--- config.mk ---
export PLATFORM = sky130hd
export DESIGN_NAME = regfile_scoreboard
export DESIGN_NICKNAME = d
export VERILOG_FILES = /design/src/rtl/regfile_scoreboard.sv
export SDC_FILE = /design/constraint.sdc
export NUM_CORES = 2
export LEC_CHECK = 0
export ABC_AREA = 1
export CAP_MARGIN = 25
export CORE_ASPECT_RATIO = 0.5
export CORE_UTILIZATION = 50
export DETAILED_ROUTE_END_ITERATION = 8
export MAX_ROUTING_LAYER = met4
export PLACE_DENSITY = 0.72
export RECOVER_POWER = 50
export SYNTH_ARGS = -nofsm -noshare
export SYNTH_HDL_FRONTEND = slang
export SYNTH_SLANG_ARGS = --single-unit
--- constraint.sdc ---
create_clock -name clk -period 2.8 [get_ports clk]
set_input_delay 0.56 -clock clk [delete_from_list [all_inputs] [get_ports clk]]
set_output_delay 0.56 -clock clk [all_outputs]
set_load 0.01 [all_outputs]
--- src/rtl/regfile_scoreboard.sv ---
// Decode-stage register file: two combinational read ports, one writeback
// port, optional hardwired zero register, write-to-read bypass, and a
// per-register busy scoreboard with a running count of pending producers.
module regfile_scoreboard #(
  parameter int DATA_W   = 32,
  parameter int ADDR_W   = 5,
  parameter int ZERO_REG = 1,
  parameter int BYPASS   = 1
) (
  input  logic              clk,
  input  logic              rst_n,
  input  logic [ADDR_W-1:0] rd_addr_a,
  input  logic [ADDR_W-1:0] rd_addr_b,
  output logic [DATA_W-1:0] rd_data_a,
  output logic [DATA_W-1:0] rd_data_b,
  output logic              rd_busy_a,
  output logic              rd_busy_b,
  input  logic              wr_en,
  input  logic [ADDR_W-1:0] wr_addr,
  input  logic [DATA_W-1:0] wr_data,
  input  logic              alloc_en,
  input  logic [ADDR_W-1:0] alloc_addr,
  output logic [ADDR_W:0]   pending_cnt
);

  localparam int DEPTH = 1 << ADDR_W;

  logic [DATA_W-1:0] regs_q [DEPTH];
  logic [DATA_W-1:0] regs_d [DEPTH];
  logic [DEPTH-1:0]  busy_q;
  logic [DEPTH-1:0]  busy_d;
  logic [ADDR_W:0]   pending_cnt_q;
  logic [ADDR_W:0]   pending_cnt_d;
  logic              wr_ok;
  logic              alloc_ok;
  logic              cnt_inc;
  logic              cnt_dec;

  // Register 0 is inert (reads zero, never written, never busy) when enabled.
  function automatic logic is_zero(input logic [ADDR_W-1:0] a);
    return (ZERO_REG != 0) && (a == '0);
  endfunction

  // Resolve one read port: zero register, then bypass, then stored state.
  // Returns {busy, data}.
  function automatic logic [DATA_W:0] read_port(
    input logic [ADDR_W-1:0] a,
    input logic              w_en,
    input logic [ADDR_W-1:0] w_addr,
    input logic [DATA_W-1:0] w_data,
    input logic [DATA_W-1:0] stored,
    input logic              busy
  );
    if (is_zero(a)) return '0;
    if ((BYPASS != 0) && w_en && (w_addr == a)) return {1'b0, w_data};
    return {busy, stored};
  endfunction

  // Next-state for data, busy bits and the pending count.
  always_comb begin
    wr_ok    = wr_en && !is_zero(wr_addr);
    alloc_ok = alloc_en && !is_zero(alloc_addr);
    regs_d   = regs_q;
    busy_d   = busy_q;
    if (wr_ok) begin
      regs_d[wr_addr] = wr_data;
      busy_d[wr_addr] = 1'b0;
    end
    // Alloc applied after the write so a same-edge new producer wins.
    if (alloc_ok) busy_d[alloc_addr] = 1'b1;
    // Count only real 0->1 and 1->0 transitions so the count tracks popcount.
    cnt_inc = alloc_ok && !busy_q[alloc_addr];
    cnt_dec = wr_ok && busy_q[wr_addr] && !(alloc_ok && (alloc_addr == wr_addr));
    pending_cnt_d = pending_cnt_q + (ADDR_W+1)'(cnt_inc) - (ADDR_W+1)'(cnt_dec);
  end

  // State registers; reset clears everything immediately.
  always_ff @(posedge clk or negedge rst_n) begin
    if (!rst_n) begin
      for (int i = 0; i < DEPTH; i++) regs_q[i] <= '0;
      busy_q        <= '0;
      pending_cnt_q <= '0;
    end else begin
      regs_q        <= regs_d;
      busy_q        <= busy_d;
      pending_cnt_q <= pending_cnt_d;
    end
  end

  // Combinational read ports.
  always_comb begin
    {rd_busy_a, rd_data_a} = read_port(rd_addr_a, wr_en, wr_addr, wr_data,
                                       regs_q[rd_addr_a], busy_q[rd_addr_a]);
    {rd_busy_b, rd_data_b} = read_port(rd_addr_b, wr_en, wr_addr, wr_data,
                                       regs_q[rd_addr_b], busy_q[rd_addr_b]);
  end

  assign pending_cnt = pending_cnt_q;

endmodule

After elaboration in Yosys (flattened, before gate mapping)
Index checks and enable logic that the tools add are counted.

word-level totals
  input port bits = 56
  output and inout port bits = 72
  logic and storage cells = 111
  register bits after elaboration = 1062

cells by class
  multiplexer cells = 37
  add/subtract/negate cells = 2
  reductions and logical operators = 19
  bitwise operators = 6
  equal/unequal tests = 3
  magnitude comparators = 10

operator list
  kind                                                                                 number
  1024-bit bitwise mux                                                                 1
  32-bit binary-select mux with 5-bit select                                           2
  33-bit two-way mux                                                                   8
  32-bit two-way mux                                                                   7
  32-bit demux with 5-bit select                                                       1
  32-bit bitwise AND                                                                   1
  32-bit inverter                                                                      1
  32-bit OR                                                                            1
  5-bit by 6-bit < comparator with 1-bit output, second input constant                 4
  1-bit binary-select mux with 5-bit select                                            4
  5-bit logical NOT                                                                    4
  6-bit greater-or-equal comparator, second input constant                             3
  5-bit inverter with 6-bit output                                                     3
  5-bit equality test                                                                  3
  1-bit two-way mux                                                                    12
  1-bit logical AND                                                                    11
  1-bit demux with 5-bit select                                                        2
  5-bit by 1-bit greater-or-equal comparator with 1-bit output, second input constant  2
  6-bit by 1-bit adder with 6-bit output                                               1
  6-bit by 1-bit < comparator with 1-bit output, second input constant                 1
  6-bit by 1-bit subtractor with 6-bit output                                          1
  1-bit logical NOT                                                                    4

Depth between registers and ports, before layout
  word-level depth = 9
  gate-level depth with buffers = 19

Worst setup path before layout
Ideal clock, no wire load.

  path kind = in2reg
  start point = input port alloc_addr[0]
  end point = register pending_cnt_q[4] (netlist: pending_cnt[4])
  arrival = 2.654 ns
  slack = 0.024 ns
  stages on the path = 15
  path buffers = 1
  path through = inv_1 nand2_1 clkbuf_1 o22ai_1 o21ai_0 nand2_1 nor2_1 nand3_1 ha_1 inv_1 ha_1 fa_1 nand3_1 nand2_1 xor2_1

on the way
  word-level cells in the longest chain between the ends = 7
  elaborated cells between the ends (all ways) = 13
  classes of those cells = add/sub: 2; eq/ne: 1; mux: 2; reduce/logical: 8

RTL lines
  item                                                                            RTL line  source
  start, declared                                                                 22        input logic [ADDR_W-1:0] alloc_addr,
  branches (longest 6 deep; another with 6-bit by 1-bit adder with 6-bit output)  -
  6-bit by 1-bit subtractor with 6-bit output *                                   74        pending_cnt_d = pending_cnt_q + (ADDR_W+1)'(cnt_inc) - (ADDR_W+1)'(cnt_dec);
  net pending_cnt_d[4]                                                            33        logic [ADDR_W:0] pending_cnt_d;
  end signal, assigned                                                            86        pending_cnt_q <= pending_cnt_d;
  end, declared                                                                   32        logic [ADDR_W:0] pending_cnt_q;

Mark *: on every way through the listed nets, which the timed path passes. The select of a mux whose other input is x is not followed.
A chain may end at the register's enable or synchronous reset.

Worst setup path after layout
  start point = input port rd_addr_b[3]
  end point = output port rd_data_b[20]

on the way
  word-level cells in the longest chain between the ends = 6
  elaborated cells between the ends (all ways) = 13
  classes of those cells = eq/ne: 1; mux: 9; bitwise: 1; reduce/logical: 2

RTL lines
  item                                                                                                  RTL line  source
  start, declared                                                                                       13        input logic [ADDR_W-1:0] rd_addr_b,
  5-bit inverter with 6-bit output (not written as such) / 5-bit equality test (equally long branches)  95, 55
  32-bit binary-select mux with 5-bit select / 1-bit logical AND (equally long branches)                95, 55
  32-bit two-way mux (not written as such) / 1-bit two-way mux (equally long branches) (2 in a row)     95, 55
  33-bit two-way mux                                                                                    56        return {busy, stored};
  33-bit two-way mux *                                                                                  55        if ((BYPASS != 0) && w_en && (w_addr == a)) return {1'b0, w_data};
  end, declared                                                                                         15        output logic [DATA_W-1:0] rd_data_b,

Every way passes the cells marked *; elsewhere a longest branch is shown, timed or not. The select of a mux whose other input is x is not followed.

==> results.txt <==
- In this design, the critical path's most frequently occurring cell is nand2_1.
* Required time of the critical path: 2.24 ns
- Sequential share of the synthesized area: 0.4324
- When the netlist entered floorplanning its net count stood at 8766.
- The detailed router placed 65890 vias in this run.
- Avg Synthesized Cell Area: 7.062 sq um
* Clock transition at the registers of the reported paths: 0.07 ns
- Final setup slack of the worst path: -0.06846 ns
- Logic depth of the worst path, buffers included: 14
* Standard cell with the maximum stage delay on the critical path: nor2_4
- Worst-case headroom to the max-slew limit: -0.2014
- Worst-Margin Slew: 1.802 ns
- The most critical setup path has its startpoint at rd_addr_b[3].
- The synthesized netlist occupies a cell area of 61460 sq um.
- In this run the worst path has a maximum fanout of 8.
- Total wire length after detailed routing: 268400 um
* Overall power consumption: 48.34 mW
- STA puts the critical path data arrival time at 2.31 ns.
- Hold Crit Class: reg2reg
* Number of detailed-route iterations in the first pass: 9
* Final worst clock skew: 0.01606 ns
* Share of post-route cells with drive strength above 1: 0.1513
- Clock tree buffer depth: 3
- TritonCTS buffer count: 100
* Multiplexer fraction of the synthesized cell area: 0
- Based on the critical path, the design can be clocked at up to 348.6 MHz.
- Post-synthesis share of cell area spent on and, or, nand and nor gates: 0.2578
* Portion of the clock cycle consumed by the worst path in the final layout: 1.024
* Die W: 497.8 um
* Max Slew Vio Count: 101
- Final count of negative-setup-slack endpoints: 7
- The floorplan step defined a die boundary enclosing 124400 sq um.
- Final net count: 8980
- Crit path time final: 2.868 ns
- Dividing the detail-routed via count by the number of cells gives 6.203.
- After floorplanning, the core was divided into 90 placement rows.
- Setup crit end kind: primary output
* Flip-flop and latch count after synthesis: 1062
- The first global-routing pass estimated 389500 um of wire.
- Number of cells on the worst hold path: 0
- Setup repair after global routing could not meet its margin everywhere.
* Maximum resistive drop on vdd: 611.7 uV
- Gate Count Post-Synth: 8703
- Core Footprint: 121300 sq um
- Number of global-route vias before repair: 60000
- Layout overhead on the synthesized area: 22.08%
* Capturing element of the worst setup path: rd_data_b[20]
* Clock tree from TritonCTS: done
- In this run the power density over the cells is 644.2 nW/um^2.
* Dominant combinational cell family by area after synthesis: simple AND/OR/NAND/NOR gates
* Post-DP HPWL: 174000 um
* Arithmetic-cell share of the synthesized area counting full adders, half adders and majority gates: 0.001547
- The run finished, with violations left.
- Clock tree synthesis selected as its root buffer the cell clkbuf_16.
- The netlist uses 40 different library cells.
- Later-pin clock latency in the skew report: 0.73 ns
- Antenna-violating nets left: 0
* Sinks on the clock net: 1062
* Maximum number of pins on one net before global-route repair: 97
* Complex-gate fraction of the synthesized area: 0.1930
* Gpl congestion: 1.019
- Number of buffers and inverters on the critical path: 6
- For the worst flop-to-flop path, the logic depth is 14.
- Number of design rule violations left after detail routing: 1
- Across every metal layer, demand over resource in global routing totals 0.4311.
* Type of the setup path with the least slack: in2out
- Warnings from Yosys: 0
- Maximum single-stage delay on the critical path: 0.26 ns
- Traced cell by cell, the critical path runs through buf_4 -> nor2_4 -> buf_4 -> buf_12 -> o211ai_1 -> nand2_1 -> inv_1 -> nand2_1 -> nand2_1 -> nand2_4 -> inv_2 -> nand3_2 -> nand2_1 -> clkdlybuf4s15_2.
- Global routing finished with a remaining overflow of 0.
- Xor-xnor portion of the synthesized cell area: 0.001710
- R2r startpoint: busy_q[21]$_DFF_PN0_
- Family with the most delay on the worst path: buffers and inverters
- Post-detailed-route wirelength per cell: 25.27 um
- In this run the register-to-register setup slack is 0.13 ns.
- The initial utilization of the core area, before any placement, comes to 0.5067.
- After routing, the total negative slack on setup checks comes to -0.2628 ns.
- In this run the critical register-to-register path is captured at pending_cnt[4]$_DFF_PN0_.
* Failing checks: DRC, capacitance limit, slew limit, setup timing
- The clock tree synthesis step divided the H-tree into 3 levels.
* Cell leakage power: 34.87 nW
- Initial antenna violation count: 10
- STA classifies the critical path startpoint as an input port.
* Final count of hold timing violations: 0
- The first routing iteration left 10860 violations.
* Die boundary height: 249.9 um
- Counting tap cells, the placed design contains a total of 10330 instances.
- Max-cap violations in this run came to 3.
- Input and output buffers added on the ports amount to 127.
* I/O pin count: 128
* Final non-filler cell total: 10620
-- layout make-up --
type / count / area [sq um]
Timing Repair Buffer: 903 / 10510
Inverter: 878 / 3406
Timing Repair inverter: 2 / 22.52
Multi-Input combinational cell: 5970 / 29070
Tap cell: 1610 / 2014
Sequential cell: 1062 / 26580
Clock inverter: 48 / 483.0
Clock buffer: 139 / 2920
Antenna cell: 10 / 25.02
Fill cell: 10460 / 46250
-- power by group --
part           total [mW]  switching, mW  internal, mW  leakage (nW)
Clock                14.6           6.69          7.89          1.69
Sequential           20.7           1.93          18.8          12.5
Combinational        13.1           8.17          4.88          20.7
Total                48.3           16.8          31.5          34.9
-- layer usage --
layer | wire length [um] | vias to the layer above | track usage
li1 | - | 28920 | -
met3 | 44960 | 1101 | 0.1583
met5 | 0 | - | -
met1 | 99680 | 30830 | 0.5603
met4 | 16650 | 0 | 0.2234
met2 | 107100 | 5038 | 0.5817
-- layout by cell type (no fill, tap or decap), types with 16 or more instances in the layout --
master,count
clkdlybuf4s50_1,41
dfrtp_1,1057
clkinv_2,29
clkbuf_2,42
o211ai_1,398
nor2_4,37
nand2_4,16
buf_16,35
nand3_1,924
buf_6,53
nand2_2,44
inv_2,64
nand2_1,2339
a21oi_1,466
nor2_1,300
clkbuf_8,25
o21ai_0,858
o21ai_1,309
nand3_2,78
buf_12,197
buf_2,42
clkbuf_1,32
o22ai_1,49
buf_4,428
inv_1,792
clkbuf_16,117
a21oi_2,28
-- cell usage after synthesis, drive strengths merged --
library cell	n	area (sq um)
o21ai	1180	5939
o21a	2	15.01
xnor2	2	17.52
nand3	1016	5085
a22oi	10	75.07
nor2	345	1381
dfrtp	1062	26580
clkinv	5	18.77
inv	873	3284
o21bai	2	15.01
or2	12	75.07
o22ai	49	306.5
nand2	2400	9036
buf	491	2545
fa	1	20.02
nand3b	15	112.6
o32ai	3	26.28
a21oi	497	2487
nand4	2	12.51
o211ai	398	2988
xor2	10	87.58
clkbuf	302	1134
ha	6	75.07
nor4	1	12.51
nor3	17	120.1
a31oi	1	6.260
and3	1	6.260
-- worst min path at each step --
stage                                          end  slack, ns                     start
after floorplan                busy_q[0]$_DFF_PN0_       0.26                     rst_n
after global placement    regs_q[1022]$_DFFE_PN0P_       0.37  regs_q[1022]$_DFFE_PN0P_
after detailed placement       busy_q[0]$_DFF_PN0_       0.37       busy_q[0]$_DFF_PN0_
after CTS                  regs_q[762]$_DFFE_PN0P_       0.34                     rst_n
after global routing           busy_q[0]$_DFF_PN0_       0.41       busy_q[0]$_DFF_PN0_
final                     regs_q[1021]$_DFFE_PN0P_       0.40  regs_q[1021]$_DFFE_PN0P_
-- flip-flops by register name, summed over array words and instances, names as in the netlist --
register and cells:
busy_q 32, pending_cnt 6, regs_q 1024
-- cells by family (layout without fill, tap and decap cells) --
family,count (synthesis),count (layout)
AOI/OAI and AO/OA,2142,2142
xor gates and xnor gates,12,12
adders and majority gates,7,7
DFF,1062,1062
and+or+nand+nor,3809,3809
buffers and inverters,1671,1970
other,0,10
-- what timing repair did --
| item | CTS | global route |
|---|---|---|
| pin swaps | 33 | 119 |
| setup buffers | 36 | 29 |
| resized for setup | 414 | 312 |
| hold buffers | 1 | 0 |
| cloned | 21 | 17 |
| endpoints found under the hold margin | 34 | 0 |
| endpoints found under the setup margin | 66 | 69 |
-- metrics by stage --
step | utilization | setup WS [ns] | hold slack [ns] | area [sq um]
floorplan | - | 0.02365 | 0.2644 | 61460
global placement | 0.5713 | -0.8049 | 0.3660 | 69280
detailed placement | 0.5713 | -0.8080 | 0.3656 | 69280
CTS | 0.6133 | -0.1141 | 0.3370 | 74380
global route | 0.6186 | -0.08893 | 0.4059 | 75020
finish | 0.6187 | -0.06846 | 0.3985 | 75030
-- worst register-to-register path: stages (launching register included) --
cell,delay (ns)
dfrtp_1,0.40
inv_1,0.19
o22ai_1,0.13
o21ai_0,0.15
nand2_1,0.09
nor2_1,0.11
a21oi_1,0.08
buf_4,0.15
ha_1,0.28
inv_1,0.05
ha_1,0.20
fa_1,0.44
nand3_1,0.09
nand2_1,0.06
xor2_1,0.14
No activity file was read; power rests on OpenSTA's default activity.
